--- src/rtl/character_move_ctl.sv ---
`default_nettype none
// ============================================================================
// Module   : character_move_ctl
// Purpose  : Player-character movement engine. Converts held direction keys
//            into per-frame position updates. It handles walking, following
//            ramp slopes, climbing ladders between min/max limits, and falling
//            off ramp ends down to a landing row.
// Ports    : clk, rst (async, active-high)
//            frame_tick_i              - one-cycle movement strobe per frame
//            key_{left,right,up,down}_i - held direction keys
//            key_jump_i                - jump request (CHARACTER_JUMP_EN only)
//            ladder_i, ramp_i[1:0]     - geometry from the ladder-control block
//            limit_ypos_{min,max}_i    - ladder top/bottom rows
//            end_of_ramp_i, landing_ypos_i - ramp edge and row to fall to
//            xpos_o, ypos_o, state_o, dir_o - registered character state
// Config   : `define CHARACTER_JUMP_EN adds the JUMP state (state_o = 11)
// Revision : 1.0 - initial release
// ============================================================================
module character_move_ctl #(
  parameter int X_INIT      = 0,
  parameter int Y_INIT      = 644,
  parameter int X_MAX       = 976,
  parameter int WALK_STEP   = 2,
  parameter int CLIMB_STEP  = 2,
  parameter int FALL_STEP   = 4,
  parameter int RAMP_PERIOD = 8
) (
  input  logic        clk,
  input  logic        rst,
  input  logic        frame_tick_i,
  input  logic        key_left_i,
  input  logic        key_right_i,
  input  logic        key_up_i,
  input  logic        key_down_i,
  input  logic        key_jump_i,
  input  logic        ladder_i,
  input  logic [1:0]  ramp_i,
  input  logic [11:0] limit_ypos_min_i,
  input  logic [11:0] limit_ypos_max_i,
  input  logic        end_of_ramp_i,
  input  logic [11:0] landing_ypos_i,
  output logic [11:0] xpos_o,
  output logic [11:0] ypos_o,
  output logic [1:0]  state_o,
  output logic        dir_o
);

  localparam int               CNT_W       = (RAMP_PERIOD > 1) ? $clog2(RAMP_PERIOD) : 1;
  localparam logic [12:0]      C_X_MAX     = 13'(X_MAX);
  localparam logic [12:0]      C_WALK      = 13'(WALK_STEP);
  localparam logic [12:0]      C_CLIMB     = 13'(CLIMB_STEP);
  localparam logic [12:0]      C_FALL      = 13'(FALL_STEP);
  localparam logic [CNT_W-1:0] C_RAMP_LAST = CNT_W'(RAMP_PERIOD - 1);

`ifdef CHARACTER_JUMP_EN
  localparam logic [11:0] C_JUMP_STEP = 12'd4;
  localparam logic [2:0]  C_JUMP_LAST = 3'd7;   // 8 rising ticks
  typedef enum logic [1:0] {
    ST_WALK  = 2'b00,
    ST_CLIMB = 2'b01,
    ST_FALL  = 2'b10,
    ST_JUMP  = 2'b11
  } state_t;
  logic [2:0] jump_cnt_q, jump_cnt_d;
`else
  typedef enum logic [1:0] {
    ST_WALK  = 2'b00,
    ST_CLIMB = 2'b01,
    ST_FALL  = 2'b10
  } state_t;
  logic unused_jump;
  assign unused_jump = key_jump_i;
`endif

  state_t           state_q, state_d;
  logic [11:0]      xpos_q, xpos_d, ypos_q, ypos_d, landing_q, landing_d;
  logic             dir_q, dir_d;
  logic [CNT_W-1:0] ramp_cnt_q, ramp_cnt_d;

  // Candidate positions; all arithmetic widened to 13 bits so it saturates.
  logic [12:0] x_ext, y_ext, x_right_sum, y_up_floor, y_down_sum, y_fall_sum;
  logic [11:0] x_walk, y_up, y_down, y_climb, y_ramp_up, y_ramp_dn;
  logic        walk_one, walk_moved, ladder_enter, edge_fall, ramp_inc;

  always_comb begin
    x_ext       = {1'b0, xpos_q};
    y_ext       = {1'b0, ypos_q};
    walk_one    = key_left_i ^ key_right_i;
    x_right_sum = x_ext + C_WALK;
    if (key_right_i) begin
      x_walk = (x_right_sum > C_X_MAX) ? C_X_MAX[11:0] : x_right_sum[11:0];
    end else begin
      x_walk = (x_ext < C_WALK) ? 12'd0 : 12'(x_ext - C_WALK);
    end
    walk_moved = walk_one && (x_walk != xpos_q);

    y_up_floor = {1'b0, limit_ypos_min_i} + C_CLIMB;
    y_up       = (y_ext < y_up_floor) ? limit_ypos_min_i : 12'(y_ext - C_CLIMB);
    y_down_sum = y_ext + C_CLIMB;
    y_down     = (y_down_sum > {1'b0, limit_ypos_max_i}) ? limit_ypos_max_i : y_down_sum[11:0];
    y_climb    = ypos_q;
    if (key_up_i ^ key_down_i) begin
      y_climb = key_up_i ? y_up : y_down;
    end
    y_fall_sum = y_ext + C_FALL;

    y_ramp_up = (&ypos_q) ? ypos_q : ypos_q + 12'd1;
    y_ramp_dn = (ypos_q == 12'd0) ? 12'd0 : ypos_q - 12'd1;
    // 01 descends to the right (screen y grows), 10 descends to the left.
    ramp_inc  = (ramp_i == 2'b01) ? key_right_i : key_left_i;

    ladder_enter = ladder_i && ((key_up_i && (ypos_q > limit_ypos_min_i)) ||
                                (key_down_i && (ypos_q < limit_ypos_max_i)));
    // The edge being stood on is the one on the same half of the screen.
    edge_fall    = end_of_ramp_i && ((xpos_q >= 12'd512) ? key_right_i : key_left_i);
  end

  always_comb begin
    state_d    = state_q;
    xpos_d     = xpos_q;
    ypos_d     = ypos_q;
    dir_d      = dir_q;
    landing_d  = landing_q;
    ramp_cnt_d = ramp_cnt_q;
`ifdef CHARACTER_JUMP_EN
    jump_cnt_d = jump_cnt_q;
`endif
    case (state_q)
      ST_WALK: begin
        if (ramp_i == 2'b00) begin
          ramp_cnt_d = '0;
        end
        if (ladder_enter) begin
          state_d = ST_CLIMB;
        end else if (edge_fall) begin
          landing_d = landing_ypos_i;
          state_d   = ST_FALL;
`ifdef CHARACTER_JUMP_EN
        end else if (key_jump_i) begin
          landing_d  = ypos_q;
          jump_cnt_d = 3'd0;
          state_d    = ST_JUMP;
`endif
        end else if (walk_one) begin
          xpos_d = x_walk;
          dir_d  = key_right_i;
          // Only steps that really moved count; a wall-blocked step leaves
          // both the slope phase and ypos alone.
          if (walk_moved && ((ramp_i == 2'b01) || (ramp_i == 2'b10))) begin
            if (ramp_cnt_q == C_RAMP_LAST) begin
              ramp_cnt_d = '0;
              ypos_d     = ramp_inc ? y_ramp_up : y_ramp_dn;
            end else begin
              ramp_cnt_d = ramp_cnt_q + 1'b1;
            end
          end
        end
      end
      ST_CLIMB: begin
        // ladder_i lags a cycle behind ypos, so exit is decided by the limits.
        ypos_d = y_climb;
        if ((y_climb == limit_ypos_min_i) || (y_climb == limit_ypos_max_i)) begin
          state_d = ST_WALK;
        end
      end
      ST_FALL: begin
        if (y_fall_sum >= {1'b0, landing_q}) begin
          ypos_d  = landing_q;
          state_d = ST_WALK;
        end else begin
          ypos_d = y_fall_sum[11:0];
        end
      end
`ifdef CHARACTER_JUMP_EN
      ST_JUMP: begin
        ypos_d = (ypos_q < C_JUMP_STEP) ? 12'd0 : ypos_q - C_JUMP_STEP;
        if (walk_one) begin
          xpos_d = x_walk;
          dir_d  = key_right_i;
        end
        if (jump_cnt_q == C_JUMP_LAST) begin
          state_d = ST_FALL;
        end else begin
          jump_cnt_d = jump_cnt_q + 3'd1;
        end
      end
`endif
      default: state_d = ST_WALK;
    endcase
  end

  always_ff @(posedge clk or posedge rst) begin
    if (rst) begin
      state_q    <= ST_WALK;
      xpos_q     <= 12'(X_INIT);
      ypos_q     <= 12'(Y_INIT);
      dir_q      <= 1'b1;
      landing_q  <= 12'd0;
      ramp_cnt_q <= '0;
`ifdef CHARACTER_JUMP_EN
      jump_cnt_q <= 3'd0;
`endif
    end else if (frame_tick_i) begin
      state_q    <= state_d;
      xpos_q     <= xpos_d;
      ypos_q     <= ypos_d;
      dir_q      <= dir_d;
      landing_q  <= landing_d;
      ramp_cnt_q <= ramp_cnt_d;
`ifdef CHARACTER_JUMP_EN
      jump_cnt_q <= jump_cnt_d;
`endif
    end
  end

  assign xpos_o  = xpos_q;
  assign ypos_o  = ypos_q;
  assign state_o = state_q;
  assign dir_o   = dir_q;

endmodule
`default_nettype wire

--- config.mk ---
export PLATFORM = sky130hd
export DESIGN_NAME = character_move_ctl
export DESIGN_NICKNAME = d
export VERILOG_FILES = /design/src/rtl/character_move_ctl.sv
export SDC_FILE = /design/constraint.sdc
export NUM_CORES = 1
export LEC_CHECK = 0
export CAP_MARGIN = 40
export CORE_UTILIZATION = 55
export CTS_CLUSTER_DIAMETER = 40
export CTS_CLUSTER_SIZE = 28
export DETAILED_ROUTE_END_ITERATION = 6
export PLACE_DENSITY = 0.89
export SLEW_MARGIN = 10
export SYNTH_ARGS = -nofsm -noshare
export SYNTH_HDL_FRONTEND = slang
export SYNTH_SLANG_ARGS = --single-unit
export TNS_END_PERCENT = 5
--- constraint.sdc ---
create_clock -name clk -period 5.48 [get_ports clk]
set_clock_uncertainty 0.15 [all_clocks]
set_input_delay 1.096 -clock clk [delete_from_list [all_inputs] [get_ports clk]]
set_output_delay 1.096 -clock clk [all_outputs]
set_load 0.005 [all_outputs]
-- After elaboration in Yosys (flattened, before gate mapping)
Index checks and enable logic that the tools add are counted.
- register bits after elaboration: 42
- input bits: 48
- output and inout bits: 27
- word-level logic and storage cells: 93
- $add $sub $neg: 9
- magnitude comparators: 8
- equality and inequality tests: 17
- multiplexer cells: 30
- bitwise operators: 4
- reductions and logical operators: 19
- operators with widths (operator ; count):
    $mux 12 ; 16
    $add 12x2->13 const B ; 3
    $pmux 12 s3 ; 1
    $eq 12x12->1 ; 2
    $sub 12x2->12 const B ; 2
    $mux 3 ; 6
    $ne 2x2->1 const B ; 7
    $add 12x3->13 const B ; 1
    $ge 13x12->1 ; 1
    $gt 13x10->1 const B ; 1
    $gt 13x12->1 ; 1
    $lt 12x13->1 ; 1
    $add 12x1->12 const B ; 1
    $ge 12x10->1 const B ; 1
    $gt 12x12->1 ; 1
    $logic_not 12->1 ; 1
    $lt 12x12->1 ; 1
    $lt 12x2->1 const B ; 1
    $ne 12x12->1 ; 1
    $reduce_and 12->1 ; 1
    $sub 12x1->12 const B ; 1
    $mux 2 ; 4
    $reduce_and 4->1 ; 2
    $reduce_and 8->1 ; 1
    15 further kinds ; 29

-- Depth between registers and ports, before layout
- word-level depth: 12
- gate-level depth with buffers: 22
- depth with buffers taken out: 18

-- Worst setup path after synthesis
No wires, ideal clock.
- path type: register to register
- start: register ypos_q[2], in the netlist ypos_o[2]
- end: register state_q[1], in the netlist state_o[1]
- setup time: 0.120 ns
- arrival time: 4.703 ns
- required time: 5.210 ns
- setup slack: 0.507 ns
- stages on the path, launching flop included: 23
- path buffers: 4
- clock period less this slack: 4.973 ns
- path through: dfstp_2 -> ha_1 -> clkbuf_1 -> and3_4 -> buf_6 -> and3_1 -> nand2_1 -> xnor2_1 -> ha_1 -> nand3_2 -> or3_4 -> a21o_1 -> and3_4 -> buf_6 -> nor2_4 -> buf_4 -> mux2i_1 -> o2bb2ai_1 -> a211oi_2 -> nand4_1 -> or4_4 -> and3_4 -> o211a_1
- word-level cells in the longest chain between the ends: 9
- elaborated cells between the ends (all ways): 25
- those cells by class: add/sub: 3; order compare: 5; eq/ne: 5; mux: 6; reduce/logical: 6
- RTL lines (element ; line ; source):
    start: declaration ; 76 ; logic [11:0] xpos_q, xpos_d, ypos_q, ypos_d, landing_q, landing_d;
    start signal: assignment ; 196 ; ypos_q <= 12'(Y_INIT);
    start signal: assignment ; 206 ; ypos_q <= ypos_d;
    $add 12x2->13 ; 99 ; y_down_sum = y_ext + C_CLIMB;
    $gt 13x12->1 ; 100 ; y_down = (y_down_sum > {1'b0, limit_ypos_max_i}) ? limit_ypos_max_i : y_down_sum[11:0];
    $mux 12 ; 100 ;
    $mux 12 ; 103 ; y_climb = key_up_i ? y_up : y_down;
    $mux 12 ; 102 ; if (key_up_i ^ key_down_i) begin
    $eq 12x12->1 ; 162 ; if ((y_climb == limit_ypos_min_i) || (y_climb == limit_ypos_max_i)) begin
    $logic_or 1x1->1 ; 162 ;
    $ne 2x2->1 (no source line) ; - ;
    $reduce_and 4->1 (no source line) ; - ;
    end signal: assignment ; 204 ; state_q <= state_d;
    end: declaration ; 75 ; state_t state_q, state_d;
Parallel ways exist; a longest one is shown, timed or not.
A chain may end at the register's enable or synchronous reset.

-- Final worst setup path
- start: input port limit_ypos_min_i[3]
- end: register state_q[1], in the netlist state_o[1]
- word-level cells in the longest chain between the ends: 9
- elaborated cells between the ends (all ways): 17
- those cells by class: add/sub: 1; order compare: 2; eq/ne: 4; mux: 5; reduce/logical: 5
- RTL lines (element ; line ; source):
    start: declaration ; 38 ; input logic [11:0] limit_ypos_min_i,
    $add 12x2->13 ; 97 ; y_up_floor = {1'b0, limit_ypos_min_i} + C_CLIMB;
    $lt 12x13->1 ; 98 ; y_up = (y_ext < y_up_floor) ? limit_ypos_min_i : 12'(y_ext - C_CLIMB);
    $mux 12 ; 98 ;
    $mux 12 ; 103 ;
    $mux 12 ; 102 ;
    $eq 12x12->1 ; 162 ;
    $logic_or 1x1->1 ; 162 ;
    $ne 2x2->1 (no source line) ; - ;
    $reduce_and 4->1 (no source line) ; - ;
Parallel ways exist; a longest one is shown, timed or not.

==> flow_metrics.py <==
metrics = {
    "layout": {
        "design.final.nets": 1200,
        "register_area_sq_um": 1060,
        "areaGrowthSynthToFinish_pct": 21.9,
        "multi_input_comb_area_sq_um": 5390,
        "antenna_cells": 0,
        "finish.utilization_pct": 69.7,
        "final.fill_count": 1078,
        "drive_above_1_share_pct": 13.7,
    },
    "routing": {
        "drt-pass1-iter-count": 6,
        "drt-total-wl_mm": 27.3,
        "total_drc_errors_in_the_routed_layout": 0,
        "detail_route.vias_per_cell": 6.75,
        "final_ant_viol_nets": 0,
        "via_count": 8406,
        "drt-wirelength-per-cell_um": 21.9,
        "drt_first_iter_violations": 1040,
    },
    "synthesis": {
        "synthesis.instances": 962,
        "yosys_warnings": 0,
        "post_synthesis_average_cell_area_sq_um": 7.26,
        "number_of_enable_type_register_cells_in_the_synthesized_netlist": 0,
        "netlist_area_sq_um": 6980,
        "synth_nets": 1086,
        "synthDistinctLibCells": 89,
        "synth_async_sr_flop_share_pct": 100,
        "ys_ff_latch": 42,
        "synth-seq-area-share_pct": 15.1,
        "yosys_most_used_dff": "dfrtp_1",
    },
    "clocking": {
        "total_of_hold_buffers_inserted_after_clock_tree_synthesis": 0,
        "max-clock-path-buffers": 2,
        "cts_inserted_buffers": 5,
        "cts_num_sinks": 42,
        "clkLatencyLatePin_ns": 0.29,
        "cts_repair_resizes": 0,
        "cts-root-buf": "clkbuf_16",
        "tritoncts_clock_tree": "done",
        "clock_pin_slew_on_the_worst_setup_and_hold_paths_ns": 0.07,
        "cts.htree.levels": 2,
        "post_cts.repair.setup_buffers": 0,
    },
    "setup_path": {
        "depth_of_the_most_critical_reg_to_reg_path": 18,
        "cp.arrival_ns": 5.31,
        "timing_worst_setup_path_type": "primary input to flip-flop",
        "worst_path_max_delay_cell": "clkdlybuf4s50_1",
        "worstPathMaxFanout": 4,
        "critical_path_s_most_frequent_cell": "buf_4",
        "worst_path_largest_cell_delay_ns": 0.56,
        "worst-r2r-setup-slack_ns": 0.27,
        "r2r_start": "ypos_o[2]",
        "r2r_end": "state_o[1]",
        "worst_ep_required_time_ns": 5.51,
        "critical_path.startpoint_type": "primary input",
        "cp_cell_sequence": "clkdlybuf4s50_1 > inv_1 > nor3_1 > nand3_1 > xnor2_1 > ha_1 > a211oi_1 > nor2_1 > or2_2 > o21ai_2 > buf_4 > buf_4 > o21ai_0 > and4_4 > nor4_2 > nand4_1 > or4_4 > and3_4 > o211a_1",
        "crit_path_end_kind": "flip-flop",
    },
    "power": {
        "power-per-cell-area_nw_per_um2": 545,
        "power.leakage_nw": 3.63,
        "clockPowerShare_pct": 6.4,
        "p_sw_share_pct": 53.8,
        "share_seq_of_total_power_pct": 13.7,
        "peakVddDrop_mv": 0.357,
        "intPower_mw": 2.14,
        "totalPowerFinal_mw": 4.64,
        "power.net_switching_mw": 2.50,
        "share_comb_of_total_power_pct": 79.8,
    },
    "floorplanning": {
        "standard_cell_core_area_sq_um": 12200,
        "floorplan.die_area_sq_um": 13200,
        "core.rowCount": 40,
        "die_width_um": 115,
        "initial_core_util_pct": 57.2,
        "die_h_um": 115,
        "io_pins": 75,
    },
    "placement": {
        "detailed_place_hpwl_mm": 20.7,
        "globalplace.congestion": 1.15,
        "place.port_buffers": 73,
        "place_ws_ns": -0.0105,
    },
    "sta": {
        "max_clock_freq_mhz": 189,
        "finalSetupViolations": 0,
        "worst_slew_pin_slew_ns": 0.917,
        "grt_setup_unrepaired": "no",
        "min_period_ns": 5.28,
        "slew_hr_pct": 38.4,
        "slew_viol_final": 0,
        "hold_viol_final": 0,
        "period_share_pct": 96.3,
        "worst_case_setup_margin_in_the_final_layout_ns": 0.203,
    },
    "grt": {
        "grt_remaining_overflow": 0,
        "grt_util_all_layers_pct": 42.3,
        "grt_pass1_vias": 7799,
        "grt_max_degree": 43,
        "antenna_found_initial": 0,
        "first_pass_grt_wire_length_mm": 42.6,
    },
    "flow_run": {
        "maxCapViolations": 0,
    },
    "outcome": {
        "outcome": "finished clean",
    },
    "min_path": {
        "holdPathEnd": "dir_o",
        "worstHoldStart": "dir_o",
        "min_delay_path_depth": 2,
        "worstHoldPathType": "flip-flop to flip-flop",
    },
}
[worst max-delay path, delay by kind of cell]
kind                       cells  cell delay [ns]
buffers and inverters          4             0.94
and+or+nand+nor                9             2.07
adders and majority gates      1             0.29
xor gates and xnor gates       1             0.24
AOI/OAI and AO/OA              4             0.66
[kinds of logic (layout without fill, tap and decap cells)]
group,after synthesis,in the layout,share of synthesized area (%)
XOR/XNOR,53,53,6.65
buffers and inverters,125,240,8.01
flip-flops,42,42,15.1
multiplexers,20,20,3.03
AO/OA/AOI/OAI,302,302,28.7
AND/OR/NAND/NOR,344,344,24.9
adder cells (fa/ha/maj),76,76,13.6
[through the flow]
| step | instance area [sq um] | TNS (ns) | hold WS (ns) | std cells |
|---|---|---|---|---|
| detailed placement | 8350 | -0.0105 | 0.343 | 1237 |
| global route | 8520 | 0 | 0.390 | 1245 |
| finish | 8520 | 0 | 0.368 | 1245 |
| CTS | 8500 | 0 | 0.372 | 1245 |
| floorplan | 6980 | 0 | 0.320 | 962 |
| global placement | 8340 | 0 | 0.331 | 1236 |
[registers in the layout (all words and copies together), names as in the netlist]
register and flops:
state_o 2, dir_o 1, xpos_o 12, landing_q 12
ypos_o 12, ramp_cnt_q 3
[how the worst max path moves through the flow]
stage	depth (start not counted)	startpoint	end	slack, ns
after floorplan	22	ypos_o[2]	state_o[1]	0.51
after global placement	18	limit_ypos_min_i[3]	state_o[1]	0.07
after detailed placement	19	limit_ypos_min_i[3]	state_o[1]	-0.01
after CTS	19	limit_ypos_min_i[3]	state_o[1]	0.28
after global routing	20	limit_ypos_min_i[3]	state_o[1]	0.03
final	19	limit_ypos_min_i[3]	state_o[1]	0.20
[area by class of cell]
type / count / area share [%]
Tap cell: 168 / 2.47
Sequential cell: 42 / 12.4
Clock inverter: 3 / 0.250
Clock buffer: 5 / 1.47
Inverter: 60 / 2.64
Timing Repair Buffer: 172 / 17.5
Multi-Input combinational cell: 795 / 63.3
[synth_stat cells, drive strengths merged, types with 9 or more instances]
library cell / instances / area share, %
and3: 20 / 2.1
a211oi: 17 / 2.1
nand3: 42 / 3.1
ha: 76 / 14
o211ai: 9 / 0.97
xnor2: 36 / 4.5
nand2: 99 / 5.4
buf: 29 / 2.8
a21oi: 65 / 4.7
o21ai: 83 / 6.1
dfrtp: 38 / 14
nor3: 32 / 2.4
inv: 58 / 3.1
a31oi: 19 / 1.7
o22ai: 10 / 0.90
nor2: 76 / 4.3
mux2i: 14 / 2.0
clkbuf: 36 / 2.0
nand4: 22 / 2.0
a21o: 11 / 1.2
xor2: 17 / 2.1
and2: 10 / 0.90
[layer usage]
metal	routed length [um]	share of wire (%)	GRT usage [%]
met1	10400	38	55.1
met2	11900	44	65.4
met3	3170	12	7.15
met4	1860	6.8	26.0
met5	0	0	0
[layout by cell type (no fill, tap or decap), types with 8 or more instances in the layout]
master	instances
a211oi_1	15
a21o_1	11
a21oi_1	64
a31oi_1	18
and2_1	10
and3_1	16
buf_4	98
clkdlybuf4s50_1	73
dfrtp_1	38
ha_1	76
inv_1	57
mux2i_1	14
nand2_1	98
nand3_1	41
nand4_1	22
nor2_1	74
nor2b_1	8
nor3_1	30
o211ai_1	9
o21ai_0	80
o22ai_1	10
xnor2_1	35
xor2_1	17
[power groups by stage]
stage / Combinational, mW / Clock (mW) / Sequential, mW
after global placement: 3.45 / 0 / 0.627
after CTS: 3.57 / 0.302 / 0.628
after detailed placement: 3.54 / 0 / 0.633
after floorplan: 2.27 / 0 / 0.586
after global routing: 3.98 / 0.314 / 0.655
final: 3.71 / 0.299 / 0.637
Note: power is estimated with default switching activity, not from simulation.
